### config.mk
export PLATFORM = sky130hd
export DESIGN_NAME = fetch_unit
export DESIGN_NICKNAME = d
export VERILOG_FILES = /design/src/rtl/fetch_unit_pkg.sv /design/src/rtl/fetch_unit_branch_lut.sv /design/src/rtl/fetch_unit.sv
export SDC_FILE = /design/constraint.sdc
export NUM_CORES = 1
export LEC_CHECK = 0
export CORE_ASPECT_RATIO = 1.5
export CORE_MARGIN = 4
export CORE_UTILIZATION = 44
export CTS_CLUSTER_DIAMETER = 150
export DETAILED_ROUTE_END_ITERATION = 8
export PLACE_DENSITY = 0.82
export SLEW_MARGIN = 20
export SYNTH_ARGS = -nofsm -noshare
export SYNTH_HDL_FRONTEND = slang
export SYNTH_SLANG_ARGS = --single-unit
export TNS_END_PERCENT = 1
### constraint.sdc
create_clock -name Clk -period 2.1 [get_ports Clk]
set_clock_uncertainty 0.1 [all_clocks]
set_input_delay 0.21 -clock Clk [delete_from_list [all_inputs] [get_ports Clk]]
set_output_delay 0.21 -clock Clk [all_outputs]
set_load 0.005 [all_outputs]
### src/rtl/fetch_unit_pkg.sv
// Shared definitions for the 9-bit processor front end: fetch states, the
// branch/jump target table and the opcode constants the fetch unit watches.
package definitions;

  typedef enum logic [1:0] {
    IDLE   = 2'd0,
    RUN    = 2'd1,
    HALTED = 2'd2
  } fetch_state_t;

  localparam int TGT_W = 10;

  localparam logic [4:0] oHALT = 5'b11111;

  // Absolute branch/jump destinations, indexed by the decoder immediate.
  localparam logic [TGT_W-1:0] TARGET [32] = '{
    10'h000, 10'h010, 10'h020, 10'h028, 10'h040, 10'h050, 10'h060, 10'h070,
    10'h080, 10'h090, 10'h0A0, 10'h0B0, 10'h0C0, 10'h0D0, 10'h0E0, 10'h0F0,
    10'h100, 10'h1A0, 10'h120, 10'h130, 10'h140, 10'h150, 10'h160, 10'h170,
    10'h180, 10'h190, 10'h2A0, 10'h2B0, 10'h1C0, 10'h1D0, 10'h1E0, 10'h3FE
  };

endpackage

### src/rtl/fetch_unit_branch_lut.sv
// Combinational lookup of an absolute target address from the target table.
import definitions::*;

module branch_lut (
  input  logic [4:0]       idx,
  output logic [TGT_W-1:0] tgt
);

  assign tgt = TARGET[idx];

endmodule

### src/rtl/fetch_unit.sv
// PC register and start/halt sequencer feeding instruction ROM.
// Optional cycle counter is built only when FETCH_CYCLE_COUNT_EN is defined.
import definitions::*;

module fetch_unit #(
  parameter int PC_W  = 10,
  parameter int CNT_W = 16
) (
  input  logic             Clk,
  input  logic             Reset_n,
  input  logic             Start,
  input  logic             Stall,
  input  logic             Jump,
  input  logic             BranchEn,
  input  logic             BranchTaken,
  input  logic [4:0]       Imm,
  input  logic [4:0]       OP,
  output logic [PC_W-1:0]  InstrAddr,
  output logic             Running,
  output logic             Done,
  output logic [CNT_W-1:0] CycleCount,
  output logic [1:0]       StateDbg
);

  fetch_state_t     state;
  logic [PC_W-1:0]  pc;
  logic [PC_W-1:0]  next_pc;
  logic             running_q;
  logic             done_q;
  logic [4:0]       lut_idx;
  logic [TGT_W-1:0] lut_tgt;
  logic             redirect;

  // Branches only reach the first eight table entries; jumps reach all 32.
  assign lut_idx  = Jump ? Imm : {2'b00, Imm[2:0]};
  assign redirect = Jump | (BranchEn & BranchTaken);

  branch_lut u_lut (
    .idx (lut_idx),
    .tgt (lut_tgt)
  );

  always_comb begin
    next_pc = pc + PC_W'(1);
    if (redirect) next_pc = PC_W'(lut_tgt);
  end

  always_ff @(posedge Clk or negedge Reset_n) begin
    if (!Reset_n) begin
      state     <= IDLE;
      pc        <= '0;
      running_q <= 1'b0;
      done_q    <= 1'b0;
    end else begin
      case (state)
        IDLE, HALTED: begin
          if (Start) begin
            state     <= RUN;
            pc        <= '0;
            running_q <= 1'b1;
            done_q    <= 1'b0;
          end
        end
        RUN: begin
          // Halt outranks stall so a halt during a memory op still stops.
          if (OP == oHALT) begin
            state     <= HALTED;
            running_q <= 1'b0;
            done_q    <= 1'b1;
          end else if (!Stall) begin
            pc <= next_pc;
          end
        end
        default: begin
          state     <= IDLE;
          pc        <= '0;
          running_q <= 1'b0;
          done_q    <= 1'b0;
        end
      endcase
    end
  end

`ifdef FETCH_CYCLE_COUNT_EN
  logic [CNT_W-1:0] cnt;

  always_ff @(posedge Clk or negedge Reset_n) begin
    if (!Reset_n) begin
      cnt <= '0;
    end else if (state == RUN) begin
      if (cnt != '1) cnt <= cnt + CNT_W'(1);
    end else if (Start) begin
      cnt <= '0;
    end
  end

  assign CycleCount = cnt;
`else
  assign CycleCount = '0;
`endif

  assign InstrAddr = pc;
  assign Running   = running_q;
  assign Done      = done_q;
  assign StateDbg  = state;

endmodule

==> results.toml, run 1 <==
[detailed_routing]
drt_iter0_drc = 31
viasPerCell = 5.68
wl_per_cell_microns = 14.7
vias = 1005
topRoutingLayerUsed = "met4"
drt_drc_violations_left = 0
wl_met1_microns = 999
wl_met3_microns = 165
ant_nets = 0
wl_met2_microns = 1360
wl_microns = 2600
firstDrtPassIters = 4

[place]
placedCellCount = 173
post-place-ws_ns = 0.164
portBuffers = 30
postPlaceCellArea_sq_um = 1270
detailed_place_hpwl_microns = 2060
place_congestion = 0.902

[die]
die_y_microns = 67.0
die_area_sq_um = 3170
io_pins = 47
initial_core_util_pct = 45.8
die_w_microns = 47.4
core_area_sq_um = 2230
rows = 21

[clocking]
root_buffer = "clkbuf_4"
cts-resized-gates = 0
cts-htree-levels = 1
clkLatencyLatePin_ns = 0.28
cts_setup_buffers = 0
hold_buffers = 0
cts_made_buffers = 3
clock_path_buffers = 2
clk_pin_slew_ns = 0.09
clock_sinks = 13
cts_tree = "built"

[global_routing]
grt-ovfl-total = 0
antenna_found_initial = 0
grt_max_degree = 14
grt_pass1_wl_microns = 3970
first_global_vias = 906
grt_use_total_pct = 17.1

[job]
drv_cap = 0

[synth]
synth_top_area_share_pct = 31.8
ys_top_cells_by_count = "buf_4 (17), nand2_1 (15), dfrtp_1 (13)"
synth_xor_area_share_pct = 0
synth.area.top_cells = "dfrtp_1 (32%), buf_4 (12%), o21ai_0 (5.9%), nand2_1 (5.5%), nor2_1 (4.0%)"
synthMuxAreaShare_pct = 1.10
ys_types = 39
synth_flop_cell = "dfrtp_1"
synth-edff-count = 0
syn_inst = 124
yosys.area_share.simple_pct = 24.6
ys_async_sr_fraction_pct = 100
synth_area_sq_um = 1020
yosysMostFrequentCell = "buf_4"
yosys.area.top_type = "dfrtp_1"
synth_compound_area_share_pct = 26.9
synth_top_family_by_area = "compound AO/OA/AOI/OAI gates"
yosysSeqAreaShare_pct = 31.8
synth.avg_cell_area_sq_um = 8.24
ys_ff_latch = 13
synthAdderAreaFrac_pct = 1.22
synth_warnings = 0

[cells_and_area]
seq_area_sq_um = 325
drive_gt1_share_pct = 6.49
instances_no_fill = 177
diodes = 0
design_area_sq_um = 1300
final_util_pct = 58.2
syn_to_final_growth_pct = 27.1
multi_input_area_sq_um = 611
nNetsFinal = 173
n_fill_cell = 207

[setup_path]
cp-end-kind = "flop"
path_class = "flop to flop"
crit_chain = "ha_1 -> and3_1 -> nand3_1 -> and3_1 -> o21ai_0 -> o21ai_0"
crit_fanout = 6
r2r-end = "InstrAddr[6]"
cp_slowest_stage_delay_ns = 0.44
crit_arrival_ns = 1.76
worstSetupStartpointType = "flop"
r2r_start = "InstrAddr[0]"
worstRegToRegCells = 6
slowest_stage = "dfrtp_1"
crit_required_ns = 2.14
reg2reg_slack_ns = 0.39

[timing]
relSlewSlack_pct = 58.7
max_freq_mhz = 584
hold_viol = 0
worst_slew_pin_slew_ns = 0.617
slew_viol_final = 0
finalWorstSetupSlack_ns = 0.388
fin_crit_ns = 1.71
period_share_pct = 81.5
finalSetupViolCount = 0
rsz0062_at_grt = "no"
whs_ns = 0.204
tns_ns = 0

[power]
p_per_area_nw_per_um2 = 571
p_leak_nw = 0.546
ir_drop_v = 0.000347
power_uw = 742

[status]
status = "finished, final reports clean"

[hold_path]
min_path_type = "input port to asynchronous set/reset pin"
[registers in the layout (all words and copies together) (netlist names)]
register / flops
StateDbg: 1
InstrAddr: 10
Done: 1
Running: 1
[worst max path at each step]
stage | start | end | slack (ns) | cells past startpoint
after floorplan | InstrAddr[0] | InstrAddr[6] | 0.62 | 6
after global routing | InstrAddr[0] | InstrAddr[6] | 0.28 | 6
final | InstrAddr[0] | InstrAddr[6] | 0.39 | 6
after detailed placement | Jump | InstrAddr[7] | 0.16 | 6
after CTS | StateDbg[0] | StateDbg[0] | 0.41 | 1
after global placement | Imm[3] | InstrAddr[4] | 0.19 | 6
[logic make-up after synthesis]
group / count (synthesis)
other: 1
adder cells (fa/ha/maj): 1
multiplexers: 1
flip-flops: 13
AND/OR/NAND/NOR: 49
AO/OA/AOI/OAI: 39
buffers and inverters: 20
[critical path, delay by kind of cell, from the launching register on]
kind / cells / cell delay (ns)
flops: 1 / 0.44
compound gates: 2 / 0.24
fa+ha+maj: 1 / 0.21
simple gates: 3 / 0.57
[per-layer routing]
| metal | vias to the layer above | track usage, % |
|---|---|---|
| met5 | - | 0 |
| met4 | 0 | 7.61 |
| met3 | 10 | 2.16 |
| met2 | 37 | 28.7 |
| met1 | 471 | 20.7 |
| li1 | 487 | - |
[placed cells by master (no fill, tap or decap), types with 2 or more instances in the layout]
cell             synthesis  final
clkdlybuf4s50_1          0     30
conb_1                   1     16
nand2_1                 15     15
dfrtp_1                 13     13
o21ai_0                 12     12
nor2_1                  11     11
and3_1                   5      5
nand3_1                  4      4
a21oi_1                  3      3
o21ai_1                  3      3
clkbuf_4                 0      3
and4_1                   2      2
a21oi_2                  2      2
nor2b_1                  2      2
nand4_1                  2      2
a21o_1                   2      2
a31oi_1                  2      2
o22a_1                   2      2
o2bb2ai_1                2      2
nor3_1                   2      2
a22o_1                   2      2
[power breakdown]
| part | internal (mW) | total [mW] | leakage, nW | switching [mW] |
|---|---|---|---|---|
| Sequential | 0.285 | 0.333 | 0.164 | 0.0480 |
| Combinational | 0.138 | 0.245 | 0.367 | 0.107 |
| Clock | 0.0737 | 0.163 | 0.0150 | 0.0895 |
| Total | 0.497 | 0.742 | 0.546 | 0.245 |
[cell type report]
type,instances,share of cell area (%)
Clock buffer,4,2.02
Multi-Input combinational cell,106,47.0
Sequential cell,13,25.0
Tap cell,23,2.22
Timing Repair Buffer,31,23.7
Power figures use the tool's default switching activity.
==> inputs of run 2 (changes only) <==
Settings changed: CORE_UTILIZATION 44 to 37, PLACE_DENSITY 0.82 to 0.73.
Clock period 2.1 ns to 1.5 ns, I/O delays scaled along.
==> run 2 against run 1 <==
- the run now ends with setup timing left
- via count up 7.5%
- sequential power grew 38%
- clock power up 96%
- setup slack worse by 0.41 ns
- critical path depth down 4
- global-route usage decreased by 1.7 points
- non-clock buffer count is 23 higher
- highest routed layer unchanged
- total power up 63%
- critical endpoint is now InstrAddr[0]
==> results.toml, run 2 (synthesis results as in run 1) <==
[global_routing]
grt-ovfl-total = 0
first_global_vias = 1081
grt_use_total_pct = 15.4
grt_pass1_wl_microns = 4470
antenna_found_initial = 0
grt_max_degree = 14

[setup_path]
crit_path_end = "InstrAddr[0]"
cp-end-kind = "output pin"
reg2reg_slack_ns = -0.02
startpoint = "InstrAddr[0]"
worstSetupStartpointType = "flop"
cp_slowest_stage_delay_ns = 0.49
slowest_stage = "clkdlybuf4s50_1"
crit_chain = "buf_4 -> clkdlybuf4s50_1"
path_class = "flop to output pin"
crit_fanout = 4
worstRegToRegCells = 6
r2r-end = "InstrAddr[6]"
crit_required_ns = 1.25
crit_arrival_ns = 1.27
r2r_start = "InstrAddr[0]"

[timing]
max_freq_mhz = 657
rsz0062_at_grt = "yes"
finalWorstSetupSlack_ns = -0.0228
hold_viol = 0
fin_crit_ns = 1.52
period_share_pct = 102
slew_viol_final = 0
finalSetupViolCount = 3

[clocking]
cts_made_buffers = 3
cts-htree-levels = 1
cts_tree = "built"
root_buffer = "clkbuf_8"
clkLatencyLatePin_ns = 0.25
clock_path_buffers = 2
clock_sinks = 13
hold_buffers = 0
clk_pin_slew_ns = 0.05

[power]
p_leak_nw = 0.749
ir_drop_v = 0.000533
power_mw = 1.21
p_per_area_nw_per_um2 = 772

[die]
die_y_microns = 72.4
die_w_microns = 50.9
io_pins = 47
initial_core_util_pct = 38.6
die_area_sq_um = 3680
rows = 23
core_area_sq_um = 2650

[cells_and_area]
nNetsFinal = 196
layout_commonest_cell = "buf_4"
largest_reg_flops = 10
diodes = 0
final_cell_mix = "buf_4 (23), clkdlybuf4s50_1 (22), conb_1 (16)"
n_fill_cell = 253
syn_to_final_growth_pct = 53.5
drive_gt1_share_pct = 24.9

[detailed_routing]
viasPerCell = 5.05
ant_nets = 0
drt_drc_violations_left = 0
vias = 1080
wl_per_cell_microns = 13.3
firstDrtPassIters = 4
drt_iter0_drc = 17
wl_microns = 2850

[status]
status = "finished with violations"
violations = "setup timing"

[job]
drv_cap = 0

[place]
portBuffers = 30
post-place-ws_ns = -0.309
detailed_place_hpwl_microns = 2320
place_congestion = 0.874

[hold_path]
min_path_type = "input port to asynchronous set/reset pin"
==> run 2: changes by cell type in the layout (fill, tap and decap cells not counted), moves of 2 or more <==
cell | previous run | this run
clkbuf_4 | 3 | 0
and3_1 | 5 | 3
o21ai_1 | 3 | 5
and3_4 | 0 | 2
and4_1 | 2 | 0
clkdlybuf4s50_1 | 30 | 22
buf_4 | 1 | 23
o21ai_0 | 12 | 10
dlygate4sd2_1 | 0 | 2
and4_4 | 0 | 2
dlymetal6s2s_1 | 0 | 6
clkbuf_8 | 0 | 3
==> run 2: worst min-delay path by stage <==
stage | end | slack [ns] | cells past startpoint
6_report | InstrAddr[5] | 0.11 | 2
5_1_grt | InstrAddr[5] | 0.13 | 2
4_1_cts | Running | 0.11 | 2
3_5_place_dp | Running | 0.38 | 2
3_3_place_gp | Running | 0.37 | 2
2_1_floorplan | Done | -0.25 | 0
==> run 2: final cells by class <==
cell class,count,area [sq um],share of cell area [%]
Clock buffer,4,45.0,2.87
Multi-Input combinational cell,106,654,41.7
Sequential cell,13,327,20.8
Tap cell,37,46.3,2.95
Timing Repair Buffer,54,497,31.7
==> run 2: critical path, delay by kind of cell, from the launching register on <==
kind	cells	cell delay, ns
buffers and inverters	2	0.63
flip-flops	1	0.40
==> run 2: per-layer routing <==
layer | global-route usage [%] | wire, microns | vias to the layer above
met2 | 28.7 | 1570 | 30
met4 | 6.59 | 61 | 0
met3 | 2.26 | 131 | 5
met1 | 16.9 | 1090 | 519
li1 | - | - | 526
met5 | 0 | 0 | -
==> run 2: power by group <==
group / switching (mW) / internal [mW]
combinational: 0.182 / 0.251
clock: 0.131 / 0.188
sequential: 0.0589 / 0.401
==> run 2: timing repair <==
action | CTS | global route
setup endpoints to repair | 9 | 16
pin swaps | 2 | 6
buffers inserted | 2 | 1
gates resized for setup | 9 | 15
==> run 2: stage by stage <==
stage / area [sq um] / TNS (ns) / utilization [%] / hold WS, ns / cells
2_1_floorplan: 1080 / 0 / - / -0.246 / 139
3_3_place_gp: 1440 / -2.18 / 54.4 / 0.372 / 207
3_5_place_dp: 1440 / -2.68 / 54.4 / 0.380 / 207
4_1_cts: 1520 / -0.0287 / 57.5 / 0.115 / 213
5_1_grt: 1570 / -0.351 / 59.3 / 0.128 / 214
6_report: 1570 / -0.0545 / 59.3 / 0.108 / 214
==> variant: new RTL, config.mk and constraints of run 2 <==
The parameter `CNT_W` goes from 16 to 32.
--- a/src/rtl/fetch_unit.sv
+++ b/src/rtl/fetch_unit.sv
@@ -4,7 +4,7 @@
 
 module fetch_unit #(
   parameter int PC_W  = 10,
-  parameter int CNT_W = 16
+  parameter int CNT_W = 32
 ) (
   input  logic             Clk,
   input  logic             Reset_n,
Ports: changed (resized CycleCount); port bits go from 47 to 63. The function was not compared with the original's and may differ.
==> variant against run 2 <==
The run still ends with negative setup slack left. Sequential cell count did not move. Routed wire length rose by 4.0%. Design area rose by 4.2%. Worst setup slack improved by 0.0037 ns. Total power rose by 1.3%. Synthesized area rose by 12%.
==> variant: results (changes against run 2) <==
Layout
  • Fin nets: 214 (+9.2%)
  • Share of layout cells above drive strength 1: 0.221 (-0.0281)
  • Fraction of area in multi-input gates: 0.428 (+0.0114)
  • Multi-In Gates: 122 (+15%)
  • # fillers: 297 (+17%)
  • Final non-clock buffer share: 0.314 (-0.00213)
  • Cell Count, Final, Fillers Out: 234 (+9.3%)

GRT
  • Met3 Usage GRT: 0.0137 (-0.00889)
  • Met1 usage: 0.171 (+0.00211)
  • First-pass GRT wire length: 5080 um (+14%)

Pwr
  • Static Leak: 0.808 nW (+7.8%)
  • Flop pwr share: 0.373 (-0.007)
  • Worst VDD drop: 0.356 mV (-33%)
  • Total Power: 1.23 mW (+1.3%)
  • Sw frac: 0.310 (+0.00284)
  • Total combinational power: 0.449 mW (+4%)

Die
  • Core Region: 2940 sq um (+11%)

Run status
  • Failing checks: negative setup slack
  • Status: complete, but fails checks

Placed design
  • HPWL Detailed: 2440 um (+5.2%)
  • Post-place setup slack: -0.318 ns (-0.00956 ns)
  • Placed inst area: 1520 sq um (+5.4%)
  • Final Wtd Congestion: 0.952 (+8.9%)

Clock tree
  • PostCTS Resize Cnt: 2 (-7)

Yosys
  • Commonest cells in the netlist: buf_4, nand2_1, dfrtp_1, o21ai_0, nor2_1
  • Seq/Total Area, Yosys: 0.285 (-0.0335)
  • Main area contributors after synthesis: dfrtp_1, buf_4, o21ai_0, nand2_1, nor2_1

Setup path
  • Crit-path max cell delay: 0.38 ns (-0.11 ns)
  • CP max FO: 3 (-1)
  • Critical Path End: InstrAddr[6]$_DFFE_PN0P_
  • CP delay by family, top: simple AND/OR/NAND/NOR gates

Routing
  • Metal1 wirelength: 1030 um (-5.4%)
  • Wire length on met2: 1640 um (+4.1%)
  • Via density per instance: 5.00 (-1.0%)
  • Routed len/inst: 12.7 um (-4.9%)
  • Routed wire length on met3: 227 um (+73%)

STA
  • Setup TNS: -0.0373 ns (+0.0172 ns)
  • Fin worst setup slack: -0.0190 ns (+0.00373 ns)
  • Final setup violation count: 2 (-1)
## variant: worst min path at each step
stage	start	end	slack, ns	cells past startpoint
after floorplan	Reset_n	Done$_DFFE_PN0P_	-0.25	0
after global placement	Reset_n	Done$_DFFE_PN0P_	0.37	2
after detailed placement	Reset_n	Done$_DFFE_PN0P_	0.38	2
after CTS	Reset_n	InstrAddr[7]$_DFFE_PN0P_	0.11	2
after global routing	Reset_n	InstrAddr[9]$_DFFE_PN0P_	0.13	2
final	Reset_n	Done$_DFFE_PN0P_	0.11	2
## variant: cell families (layout without fill, tap and decap cells)
family / count (synthesis) / in the layout / share of synthesized area
other: 1 / 32 / 0.00328
buffers and inverters: 36 / 60 / 0.230
AO/OA/AOI/OAI: 39 / 39 / 0.241
AND/OR/NAND/NOR: 49 / 49 / 0.220
adder cells (fa/ha/maj): 1 / 1 / 0.0110
flip-flops: 13 / 13 / 0.285
multiplexers: 1 / 1 / 0.00986
